$ cat src/rtl/tetris_pkg.sv
// Shared opcodes, scheduler state encoding, pending-request record and the drop-period helper
// for the Tetris move scheduler.
package tetris_pkg;

  localparam int LEVEL_W = 4;

  localparam logic [2:0] OP_NONE  = 3'd0;
  localparam logic [2:0] OP_LEFT  = 3'd1;
  localparam logic [2:0] OP_RIGHT = 3'd2;
  localparam logic [2:0] OP_ROT   = 3'd3;
  localparam logic [2:0] OP_DOWN  = 3'd4;
  localparam logic [2:0] OP_LOCK  = 3'd5;
  localparam logic [2:0] OP_SPAWN = 3'd6;

  typedef enum logic [2:0] {
    ST_IDLE     = 3'd0,
    ST_PICK     = 3'd1,
    ST_ISSUE    = 3'd2,
    ST_WAIT_RSP = 3'd3,
    ST_HALT     = 3'd4
  } sched_state_e;

  typedef struct packed {
    logic spawn;
    logic lock;
    logic rot;
    logic left;
    logic right;
    logic drop;
  } pend_t;

  localparam pend_t PEND_RST = '{spawn: 1'b1, default: 1'b0};

  // Fixed priority: a new piece first, then finishing the old one, then player moves, gravity last.
  function automatic logic [2:0] pick_op(input pend_t p);
    if (p.spawn)      return OP_SPAWN;
    else if (p.lock)  return OP_LOCK;
    else if (p.rot)   return OP_ROT;
    else if (p.left)  return OP_LEFT;
    else if (p.right) return OP_RIGHT;
    else if (p.drop)  return OP_DOWN;
    return OP_NONE;
  endfunction

  function automatic logic [7:0] drop_period(input logic [LEVEL_W-1:0] lvl,
                                             input logic [7:0] base,
                                             input logic [7:0] step,
                                             input logic [7:0] floor_v);
    logic [7:0] dec;
    dec = 8'(lvl) * step;
    if (dec >= base)                 return floor_v;
    else if ((base - dec) < floor_v) return floor_v;
    return base - dec;
  endfunction

endpackage

$ cat src/rtl/tetris_move_sched_if.sv
// Command/response port between the move scheduler (master) and the board engine (slave).
// Handshake: a command transfers on the cycle cmd_valid && cmd_ready; cmd_op is held stable while
// cmd_valid waits for cmd_ready; rsp_valid is a single-cycle result, rsp_blocked qualified by it.
interface tetris_move_sched_if;
  logic       cmd_valid;
  logic [2:0] cmd_op;
  logic       cmd_ready;
  logic       rsp_valid;
  logic       rsp_blocked;

  modport master (
    output cmd_valid, cmd_op,
    input  cmd_ready, rsp_valid, rsp_blocked
  );

  modport slave (
    input  cmd_valid, cmd_op,
    output cmd_ready, rsp_valid, rsp_blocked
  );
endinterface

$ cat src/rtl/tetris_gravity_timer.sv
// Frame counter for gravity: counts frame ticks and emits a drop request once per
// level-dependent drop period.
module tetris_gravity_timer
  import tetris_pkg::*;
#(
  parameter int DROP_FRAMES = 30,
  parameter int LEVEL_STEP  = 2,
  parameter int MIN_DROP    = 4
) (
  input  logic               clk,
  input  logic               rst,
  input  logic               frame_tick_i,
  input  logic [LEVEL_W-1:0] level_i,
  output logic               drop_evt_o
);

  logic [7:0] cnt_q, cnt_d;
  logic [7:0] period;
  logic       wrap;

  assign period = drop_period(level_i, 8'(DROP_FRAMES), 8'(LEVEL_STEP), 8'(MIN_DROP));
  // >= rather than == so a period that shrinks under a high count still wraps right away
  assign wrap   = (cnt_q >= (period - 8'd1));

  always_comb begin
    cnt_d = cnt_q;
    if (frame_tick_i) cnt_d = wrap ? 8'd0 : cnt_q + 8'd1;
  end

  assign drop_evt_o = frame_tick_i & wrap;

  always_ff @(posedge clk) begin
    if (rst) cnt_q <= '0;
    else     cnt_q <= cnt_d;
  end

endmodule

$ cat src/rtl/tetris_move_sched.sv
// Per-frame move scheduler: latches key and gravity requests and issues them one at a time to the
// board engine. Define AUTO_REPEAT_EN to auto-repeat a held left/right key every REPEAT_FRAMES frames.
module tetris_move_sched
  import tetris_pkg::*;
#(
  parameter int DROP_FRAMES = 30,
  parameter int LEVEL_STEP  = 2,
  parameter int MIN_DROP    = 4
`ifdef AUTO_REPEAT_EN
  ,
  parameter int REPEAT_FRAMES = 6
`endif
) (
  input  logic                clk,
  input  logic                rst,
  input  logic                key_sw,
  input  logic                key_l,
  input  logic                key_r,
  input  logic                vs_in,
  tetris_move_sched_if.master bus,
  input  logic                line_clr,
  input  logic                game_over,
  output logic [LEVEL_W-1:0]  level,
  output logic                halted,
  output sched_state_e        dbg_state
);

  logic sw_q, l_q, r_q, vs_q, vs_prev_q;
  logic frame_tick, fall_sw, fall_l_raw, fall_r_raw, fall_l, fall_r;
  logic rep_l, rep_r, drop_evt, xfer;
  sched_state_e       state_q, state_d;
  logic [2:0]         op_q, op_d;
  pend_t              pend_q, pend_d;
  logic [LEVEL_W-1:0] level_q;

  assign frame_tick = vs_q & ~vs_prev_q;
  assign fall_sw    = sw_q & ~key_sw;
  assign fall_l_raw = l_q & ~key_l;
  assign fall_r_raw = r_q & ~key_r;
  // Left and right together are ambiguous, so neither is taken.
  assign fall_l     = fall_l_raw & ~fall_r_raw;
  assign fall_r     = fall_r_raw & ~fall_l_raw;

  always_ff @(posedge clk) begin
    if (rst) begin
      sw_q      <= 1'b1;
      l_q       <= 1'b1;
      r_q       <= 1'b1;
      vs_q      <= 1'b0;
      vs_prev_q <= 1'b0;
    end else begin
      sw_q      <= key_sw;
      l_q       <= key_l;
      r_q       <= key_r;
      vs_q      <= vs_in;
      vs_prev_q <= vs_q;
    end
  end

  tetris_gravity_timer #(
    .DROP_FRAMES (DROP_FRAMES),
    .LEVEL_STEP  (LEVEL_STEP),
    .MIN_DROP    (MIN_DROP)
  ) u_gravity (
    .clk          (clk),
    .rst          (rst),
    .frame_tick_i (frame_tick),
    .level_i      (level_q),
    .drop_evt_o   (drop_evt)
  );

`ifdef AUTO_REPEAT_EN
  logic [7:0] rep_cnt_q, rep_cnt_d;
  logic       hold_l, hold_r;

  assign hold_l = ~key_l & key_r;
  assign hold_r = key_l & ~key_r;

  always_comb begin
    rep_cnt_d = rep_cnt_q;
    rep_l     = 1'b0;
    rep_r     = 1'b0;
    if (fall_l_raw || fall_r_raw || !(hold_l || hold_r)) begin
      rep_cnt_d = 8'd0;
    end else if (frame_tick) begin
      if (rep_cnt_q == 8'(REPEAT_FRAMES - 1)) begin
        rep_cnt_d = 8'd0;
        rep_l     = hold_l;
        rep_r     = hold_r;
      end else begin
        rep_cnt_d = rep_cnt_q + 8'd1;
      end
    end
  end

  always_ff @(posedge clk) begin
    if (rst) rep_cnt_q <= '0;
    else     rep_cnt_q <= rep_cnt_d;
  end
`else
  assign rep_l = 1'b0;
  assign rep_r = 1'b0;
`endif

  assign xfer = (state_q == ST_ISSUE) & bus.cmd_ready;

  always_comb begin
    state_d = state_q;
    op_d    = op_q;
    pend_d  = pend_q;

    // Clear before set, so an event landing on its own consume cycle survives.
    if (xfer) begin
      case (op_q)
        OP_SPAWN: pend_d.spawn = 1'b0;
        OP_LOCK:  pend_d.lock  = 1'b0;
        OP_ROT:   pend_d.rot   = 1'b0;
        OP_LEFT:  pend_d.left  = 1'b0;
        OP_RIGHT: pend_d.right = 1'b0;
        OP_DOWN:  pend_d.drop  = 1'b0;
        default:  ;
      endcase
    end
    pend_d.rot   = pend_d.rot   | fall_sw;
    pend_d.left  = pend_d.left  | fall_l | rep_l;
    pend_d.right = pend_d.right | fall_r | rep_r;
    pend_d.drop  = pend_d.drop  | drop_evt;

    case (state_q)
      ST_IDLE: if (frame_tick) state_d = ST_PICK;
      ST_PICK: begin
        op_d    = pick_op(pend_q);
        state_d = (op_d != OP_NONE) ? ST_ISSUE : ST_IDLE;
      end
      ST_ISSUE: if (bus.cmd_ready) state_d = ST_WAIT_RSP;
      ST_WAIT_RSP: begin
        if (bus.rsp_valid) begin
          state_d = ST_PICK;
          if (op_q == OP_DOWN && bus.rsp_blocked) pend_d.lock  = 1'b1;
          if (op_q == OP_LOCK)                    pend_d.spawn = 1'b1;
        end
      end
      ST_HALT: pend_d = '0;
      default: state_d = ST_IDLE;
    endcase

    if (game_over) begin
      state_d = ST_HALT;
      op_d    = OP_NONE;
      pend_d  = '0;
    end
  end

  always_ff @(posedge clk) begin
    if (rst) begin
      state_q <= ST_IDLE;
      op_q    <= OP_NONE;
      pend_q  <= PEND_RST;
      level_q <= '0;
    end else begin
      state_q <= state_d;
      op_q    <= op_d;
      pend_q  <= pend_d;
      if (line_clr && level_q != {LEVEL_W{1'b1}}) level_q <= level_q + 4'd1;
    end
  end

  assign bus.cmd_valid = (state_q == ST_ISSUE);
  assign bus.cmd_op    = op_q;
  assign level         = level_q;
  assign halted        = (state_q == ST_HALT);
  assign dbg_state     = state_q;

endmodule
$ cat src/flat_wrapper.sv
// flat-port wrapper written by rule: the top's interface ports become plain ports
module tetris_move_sched_flat import tetris_pkg::*;
#(
  parameter int DROP_FRAMES = 30,
  parameter int LEVEL_STEP  = 2,
  parameter int MIN_DROP    = 4

)
  (clk, rst, key_sw, key_l, key_r, vs_in, line_clr, game_over, level, halted, dbg_state, bus_cmd_valid, bus_cmd_op, bus_cmd_ready, bus_rsp_valid, bus_rsp_blocked);
  tetris_move_sched_if bus_i ();
  input  logic clk;
  input  logic rst;
  input  logic key_sw;
  input  logic key_l;
  input  logic key_r;
  input  logic vs_in;
  input  logic line_clr;
  input  logic game_over;
  output logic [LEVEL_W-1:0] level;
  output logic halted;
  output sched_state_e dbg_state;
  output wire logic [$bits(bus_i.cmd_valid)-1:0] bus_cmd_valid;
  output wire logic [$bits(bus_i.cmd_op)-1:0] bus_cmd_op;
  input wire logic [$bits(bus_i.cmd_ready)-1:0] bus_cmd_ready;
  input wire logic [$bits(bus_i.rsp_valid)-1:0] bus_rsp_valid;
  input wire logic [$bits(bus_i.rsp_blocked)-1:0] bus_rsp_blocked;
  assign bus_cmd_valid = bus_i.cmd_valid;
  assign bus_cmd_op = bus_i.cmd_op;
  assign bus_i.cmd_ready = bus_cmd_ready;
  assign bus_i.rsp_valid = bus_rsp_valid;
  assign bus_i.rsp_blocked = bus_rsp_blocked;
  tetris_move_sched #(.DROP_FRAMES(DROP_FRAMES), .LEVEL_STEP(LEVEL_STEP), .MIN_DROP(MIN_DROP)) u_core (.clk(clk), .rst(rst), .key_sw(key_sw), .key_l(key_l), .key_r(key_r), .vs_in(vs_in), .bus(bus_i), .line_clr(line_clr), .game_over(game_over), .level(level), .halted(halted), .dbg_state(dbg_state));
endmodule
$ cat config.mk
export PLATFORM = sky130hd
export DESIGN_NAME = tetris_move_sched_flat
export DESIGN_NICKNAME = d
export VERILOG_FILES = /design/src/rtl/tetris_pkg.sv /design/src/rtl/tetris_move_sched_if.sv /design/src/rtl/tetris_gravity_timer.sv /design/src/rtl/tetris_move_sched.sv /design/src/flat_wrapper.sv
export SDC_FILE = /design/constraint.sdc
export NUM_CORES = 1
export LEC_CHECK = 0
export BUFFER_PORTS_ARGS = -buffer_cell sky130_fd_sc_hd__buf_2
export CORE_MARGIN = 4
export CORE_UTILIZATION = 45
export CTS_BUF_LIST = sky130_fd_sc_hd__clkbuf_8
export DETAILED_ROUTE_END_ITERATION = 8
export PLACE_DENSITY = 0.72
export RECOVER_POWER = 100
export SLEW_MARGIN = 25
export SYNTH_ARGS = -nofsm -noshare
export SYNTH_HDL_FRONTEND = slang
export SYNTH_SLANG_ARGS = --single-unit
export TNS_END_PERCENT = 5
$ cat constraint.sdc
create_clock -name clk -period 7.2 [get_ports clk]
set_clock_uncertainty 0.1 [all_clocks]
set_input_delay 1.44 -clock clk [delete_from_list [all_inputs] [get_ports clk]]
set_output_delay 1.44 -clock clk [all_outputs]
set_load 0.05 [all_outputs]
## Word level (Yosys, flattened, before mapping)

Index checks and enable logic that the tools add are counted.
Widths: inputs -> output; s select.

| cells by class | value |
|---|---|
| $add $sub $neg | 4 |
| magnitude comparators | 3 |
| eq/ne operators | 18 |
| muxes and demuxes | 40 |
| bitwise gates (word level) | 19 |
| reduce and logical (&&, ||, !) cells | 8 |

Operators by type and width:

| cell | number |
|---|---|
| $mux 3 | 12 |
| $mux 8 | 4 |
| $mux 1 | 17 |
| $pmux 3 s5 | 1 |
| $eq 3x2->1 const B | 4 |
| $eq 3x3->1 const B | 4 |
| $mux 6 | 2 |
| $add 8x1->8 const B | 1 |
| $and 1x1->1 | 8 |
| $ge 8x8->1 | 1 |
| $lt 8x3->1 const B | 1 |
| $reduce_and 4->1 | 2 |
| $sub 8x1->8 const B | 1 |
| $not 1->1 | 7 |
| $eq 3x1->1 const B | 2 |
| $ne 2x2->1 const B | 3 |
| $ne 3x3->1 const B | 2 |
| $sub 5x5->6 const A | 1 |
| $ge 5x5->1 const B | 1 |
| $add 4x1->4 const B | 1 |
| $mux 2 | 2 |
| $mux 4 | 1 |
| $ne 4x4->1 const B | 1 |
| $or 1x1->1 | 4 |
| 8 further kinds | 9 |

| word-level totals | value |
|---|---|
| register bits | 29 |
| bits of input ports | 11 |
| output and inout bits | 12 |
| logic and storage cells | 108 |

## Depth between registers and ports, before layout

| depth | value |
|---|---|
| depth in word-level cells | 13 |
| mapped depth | 11 |
| depth with buffers taken out | 11 |

## Hierarchy

Synthesis repeated with hierarchy kept, for this count alone.

| second synthesis, totals | value |
|---|---|
| cell total of the unflattened synthesis | 165 |
| area, all modules | 1529.0 µm² |

By module, submodules not included:

| module | instances | cells each | area each (µm²) | sequential area each (µm²) |
|---|---|---|---|---|
| tetris_move_sched | 1 | 102 | 912.1 | 420.4 |
| tetris_gravity_timer | 1 | 63 | 616.8 | 160.2 |

## Worst setup path after synthesis

No wires, ideal clock.

| path | value |
|---|---|
| path type | register to output |
| from | register u_core.state_q[1] (netlist: u_core.dbg_state[1]) |
| to | output port bus_cmd_valid |
| arrival time | 1.935 ns |
| data required time | 5.660 ns |
| slack | 3.725 ns |
| cell stages (with the launch flop) | 2 |
| path buffers | 0 |
| path through | dfxtp_1 nor3b_1 |

| between the ends | value |
|---|---|
| longest elaborated chain between the ends | 1 |

RTL lines:

| element | RTL line | source |
|---|---|---|
| from (decl) | tetris_move_sched.sv:31 | `sched_state_e state_q, state_d;` |
| from (signal assigned) | tetris_move_sched.sv:161 | `state_q <= state_d;` |
| $eq 3x2->1 | tetris_move_sched.sv:168 | `assign bus.cmd_valid = (state_q == ST_ISSUE);` |
| to (decl) | flat_wrapper.sv:22 | `output wire logic [$bits(bus_i.cmd_valid)-1:0] bus_cmd_valid;` |

No other way between the ends.

## Worst setup path after layout

Ends and elaborated chain as after synthesis.

==> results.sh <==
export IMPL_fin_crit_sh_pct=41.6
export IMPL_core_um2=3100
export IMPL_worstSetupPathType="reg -> out"
export IMPL_drt_total_wl_um=3060
export IMPL_hp_class="reg -> reg"
export IMPL_rsz0062_at_grt="no"
export IMPL_tightestPinTransition_ps=1020
export IMPL_fp_row_count=20
export IMPL_fin_nets=213
export IMPL_worst_slack_ps=4200
export IMPL_die_area_um2=4310
export IMPL_place_ws_ps=4340
export IMPL_synth_compound_area_share_pct=17.6
export IMPL_pwr_share_comb_pct=10.4
export IMPL_cts_buffers=5
export IMPL_yosysUniqueCellTypes=41
export IMPL_synth_mux_area_share_pct=0.670
export IMPL_drive_gt1_share_pct=14.0
export IMPL_fp_dieH_um=65.6
export IMPL_syn_inst=169
export IMPL_pwr_share_clk_pct=40.8
export IMPL_grtUsageTotal_pct=16.0
export IMPL_cts_max_path_buffers=2
export IMPL_numClockSinks=29
export IMPL_synth_top_family_by_area="simple AND/OR/NAND/NOR gates"
export IMPL_hold_buffers=0
export IMPL_start_kind="register"
export IMPL_required_ps=5660
export IMPL_status="complete, no violations"
export IMPL_grt_pass1_vias=1241
export IMPL_cap_violations=0
export IMPL_synth_warnings=0
export IMPL_antenna_found_initial=0
export IMPL_cp_arrival_ps=1460
export IMPL_endpoint_kind="output port"
export IMPL_synth_simple_gate_area_share_pct=23.9
export IMPL_intPower_mw=0.265
export IMPL_initial_utilization_pct=48.1
export IMPL_overflow=0
export IMPL_htree_levels=2
export IMPL_yosysSeqAreaShare_pct=38.9
export IMPL_vdd_drop_max_uv=115
export IMPL_vias=1290
export IMPL_cts_tree="done"
export IMPL_final_instance_count_excl_fill=237
export IMPL_synth_nets=190
export IMPL_cts_root_buf="clkbuf_8"
export IMPL_ios=23
export IMPL_slew_headroom_pct=32.1
export IMPL_utilization_pct=55.2
export IMPL_drc=0
export IMPL_drt_initial_drc_count=75
export IMPL_cellPowerDensity_nw_per_um2=204
export IMPL_dr_pass1_iters=4
export IMPL_avgSynthCellArea_um2=8.84
export IMPL_p_switching_mw=0.0859
export IMPL_setup_viol=0
export IMPL_final_max_slew_viol_count=0
export IMPL_wl_per_cell_um=12.9
export IMPL_power_frac_seq_pct=48.8
export IMPL_dp_final_hpwl_um=2230
export IMPL_synthXorXnorAreaFrac_pct=6.45
export IMPL_hold_viol=0
export IMPL_grt_max_degree=25
export IMPL_path_clk_slew_ps=60
export IMPL_dp_cells=229
export IMPL_power_leakage_nw=0.667
export IMPL_clock_latency_ps=270
export IMPL_fillCellCount=311
export IMPL_diodes=0
export IMPL_cts_resized=0
export IMPL_setup_tns_ps=0
export IMPL_drt_vias_per_instance=5.44
export IMPL_p_sw_share_pct=24.5
export IMPL_ant_nets=0
export IMPL_cts_setup_buffers=0
export IMPL_syn_area_um2=1490
export IMPL_die_w_um=65.6
export IMPL_grt_pass1_wl_um=5360
export IMPL_area_delta_synth_final_pct=14.7
export IMPL_synth_adder_area_share_pct=8.38
export IMPL_min_period_ps=3000
export IMPL_fmax_mhz=334
export IMPL_port_buffer_count=22
export IMPL_synth_seq_cells=29
export IMPL_gp_congestion=0.882
export IMPL_crit_fanout=9
## state kept, by name, indices dropped and copies added, names as in the netlist
name                    flops
u_core.l_q                  1
u_core.vs_q                 1
u_core.dbg_state            3
u_core.vs_prev_q            1
u_core.level                4
u_core.sw_q                 1
u_core.u_gravity.cnt_q      8
u_core.bus.cmd_op           3
u_core.pend_q               6
u_core.r_q                  1
## cells in the mapped netlist
| master | count | share of area, % |
|---|---|---|
| a2111oi_0 | 4 | 2.3 |
| a211o_1 | 1 | 0.59 |
| a211oi_1 | 9 | 4.5 |
| a21boi_0 | 1 | 0.50 |
| a21oi_1 | 11 | 3.7 |
| a2bb2oi_1 | 1 | 0.59 |
| a31o_2 | 1 | 0.59 |
| a31oi_1 | 2 | 0.84 |
| a41oi_1 | 1 | 0.59 |
| and2_1 | 1 | 0.42 |
| and2_4 | 1 | 0.59 |
| and3_1 | 2 | 0.84 |
| and4_1 | 1 | 0.59 |
| and4b_1 | 1 | 0.67 |
| and4bb_2 | 1 | 0.84 |
| buf_1 | 1 | 0.25 |
| buf_2 | 2 | 0.67 |
| buf_6 | 1 | 0.75 |
| clkbuf_1 | 2 | 0.50 |
| conb_1 | 1 | 0.25 |
| dfxtp_1 | 29 | 39 |
| ha_1 | 10 | 8.4 |
| inv_1 | 7 | 1.8 |
| mux2i_1 | 1 | 0.67 |
| nand2_1 | 8 | 2.0 |
| nand2b_1 | 2 | 0.84 |
| nand3_1 | 9 | 3.0 |
| nand4_1 | 3 | 1.3 |
| nor2_1 | 13 | 3.3 |
| nor2b_1 | 4 | 1.7 |
| nor3_1 | 8 | 2.7 |
| nor3b_1 | 2 | 1.0 |
| nor4bb_1 | 1 | 0.67 |
| o21a_1 | 1 | 0.50 |
| o21ai_0 | 6 | 2.0 |
| o31ai_2 | 1 | 0.84 |
| or2_2 | 5 | 2.1 |
| or3_1 | 2 | 0.84 |
| or3b_1 | 1 | 0.59 |
| xnor2_1 | 1 | 0.59 |
| xor2_1 | 10 | 5.9 |
## path summary, 6_finish.rpt
path                                          start                   endpoint  slack [ps]  cells past startpoint
worst max-delay path            u_core.dbg_state[1]              bus_cmd_valid        4200                      2
worst min-delay path                    u_core.sw_q           u_core.pend_q[3]         360                      2
worst max register to register      u_core.level[0]  u_core.u_gravity.cnt_q[5]        4300                     11
worst min register to register          u_core.sw_q           u_core.pend_q[3]         360                      2
## worst max-delay path, cell delays in order, from the launching register on
cell	delay (ps)
dfxtp_1	450
nor3b_1	240
clkbuf_1	490
## power groups by stage
| stage | registers (mW) | clock network, mW | logic (mW) |
|---|---|---|---|
| floorplan | 0.180 | 0 | 0.0216 |
| global placement | 0.174 | 0 | 0.0362 |
| detailed placement | 0.174 | 0 | 0.0371 |
| CTS | 0.171 | 0.147 | 0.0375 |
| global route | 0.172 | 0.156 | 0.0408 |
| finish | 0.171 | 0.143 | 0.0365 |
## per-stage QoR
step           power (mW)  area, um^2  hold slack, ps
3_3_place_gp        0.210        1630             344
4_1_cts             0.356        1730             365
2_1_floorplan       0.201        1490             331
5_1_grt             0.369        1710             381
3_5_place_dp        0.211        1630             355
6_report            0.350        1710             358
## placed cells by master, fill, tap and decap left out, types with 2 or more instances in the layout
master     synthesis  routed
a2111oi_0          4       4
a211oi_1           9       9
a21oi_1           11      11
a31oi_1            2       2
and3_1             2       2
buf_2              2       9
clkbuf_1           2      13
clkbuf_8           0       7
dfxtp_1           29      29
ha_1              10      10
inv_1              7       7
nand2_1            8       8
nand2b_1           2       2
nand3_1            9       9
nand4_1            3       3
nor2_1            13      13
nor2b_1            4       3
nor3_1             8       8
nor3b_1            2       2
o21ai_0            6       6
or2_2              5       5
or3_1              2       2
xor2_1            10      10
## cells by family (layout without fill, tap and decap cells)
| logic type | after synthesis | in the layout |
|---|---|---|
| buffers and inverters | 13 | 37 |
| multiplexers | 1 | 1 |
| XOR/XNOR | 11 | 11 |
| other | 1 | 1 |
| flip-flops | 29 | 29 |
| AND/OR/NAND/NOR | 65 | 65 |
| AO/OA/AOI/OAI | 39 | 39 |
| adder cells (fa/ha/maj) | 10 | 10 |
## final cells by class
cell class	count	area, um^2	share of cell area, %
clock buffer	7	96.3	5.62
multi-input combinational	127	857	50.0
clock inverter	1	5.00	0.292
tap	44	55.1	3.21
timing repair buffer	22	93.8	5.47
inverter	7	26.3	1.53
sequential	29	581	33.9
## routing by layer
layer | global-route usage [%] | part of all wire (%)
met4 | 7.77 | 0.85
met1 | 19.4 | 46
met3 | 4.62 | 5.2
met5 | 0 | 0
met2 | 25.5 | 48
Note: power is estimated with default switching activity, not from simulation.
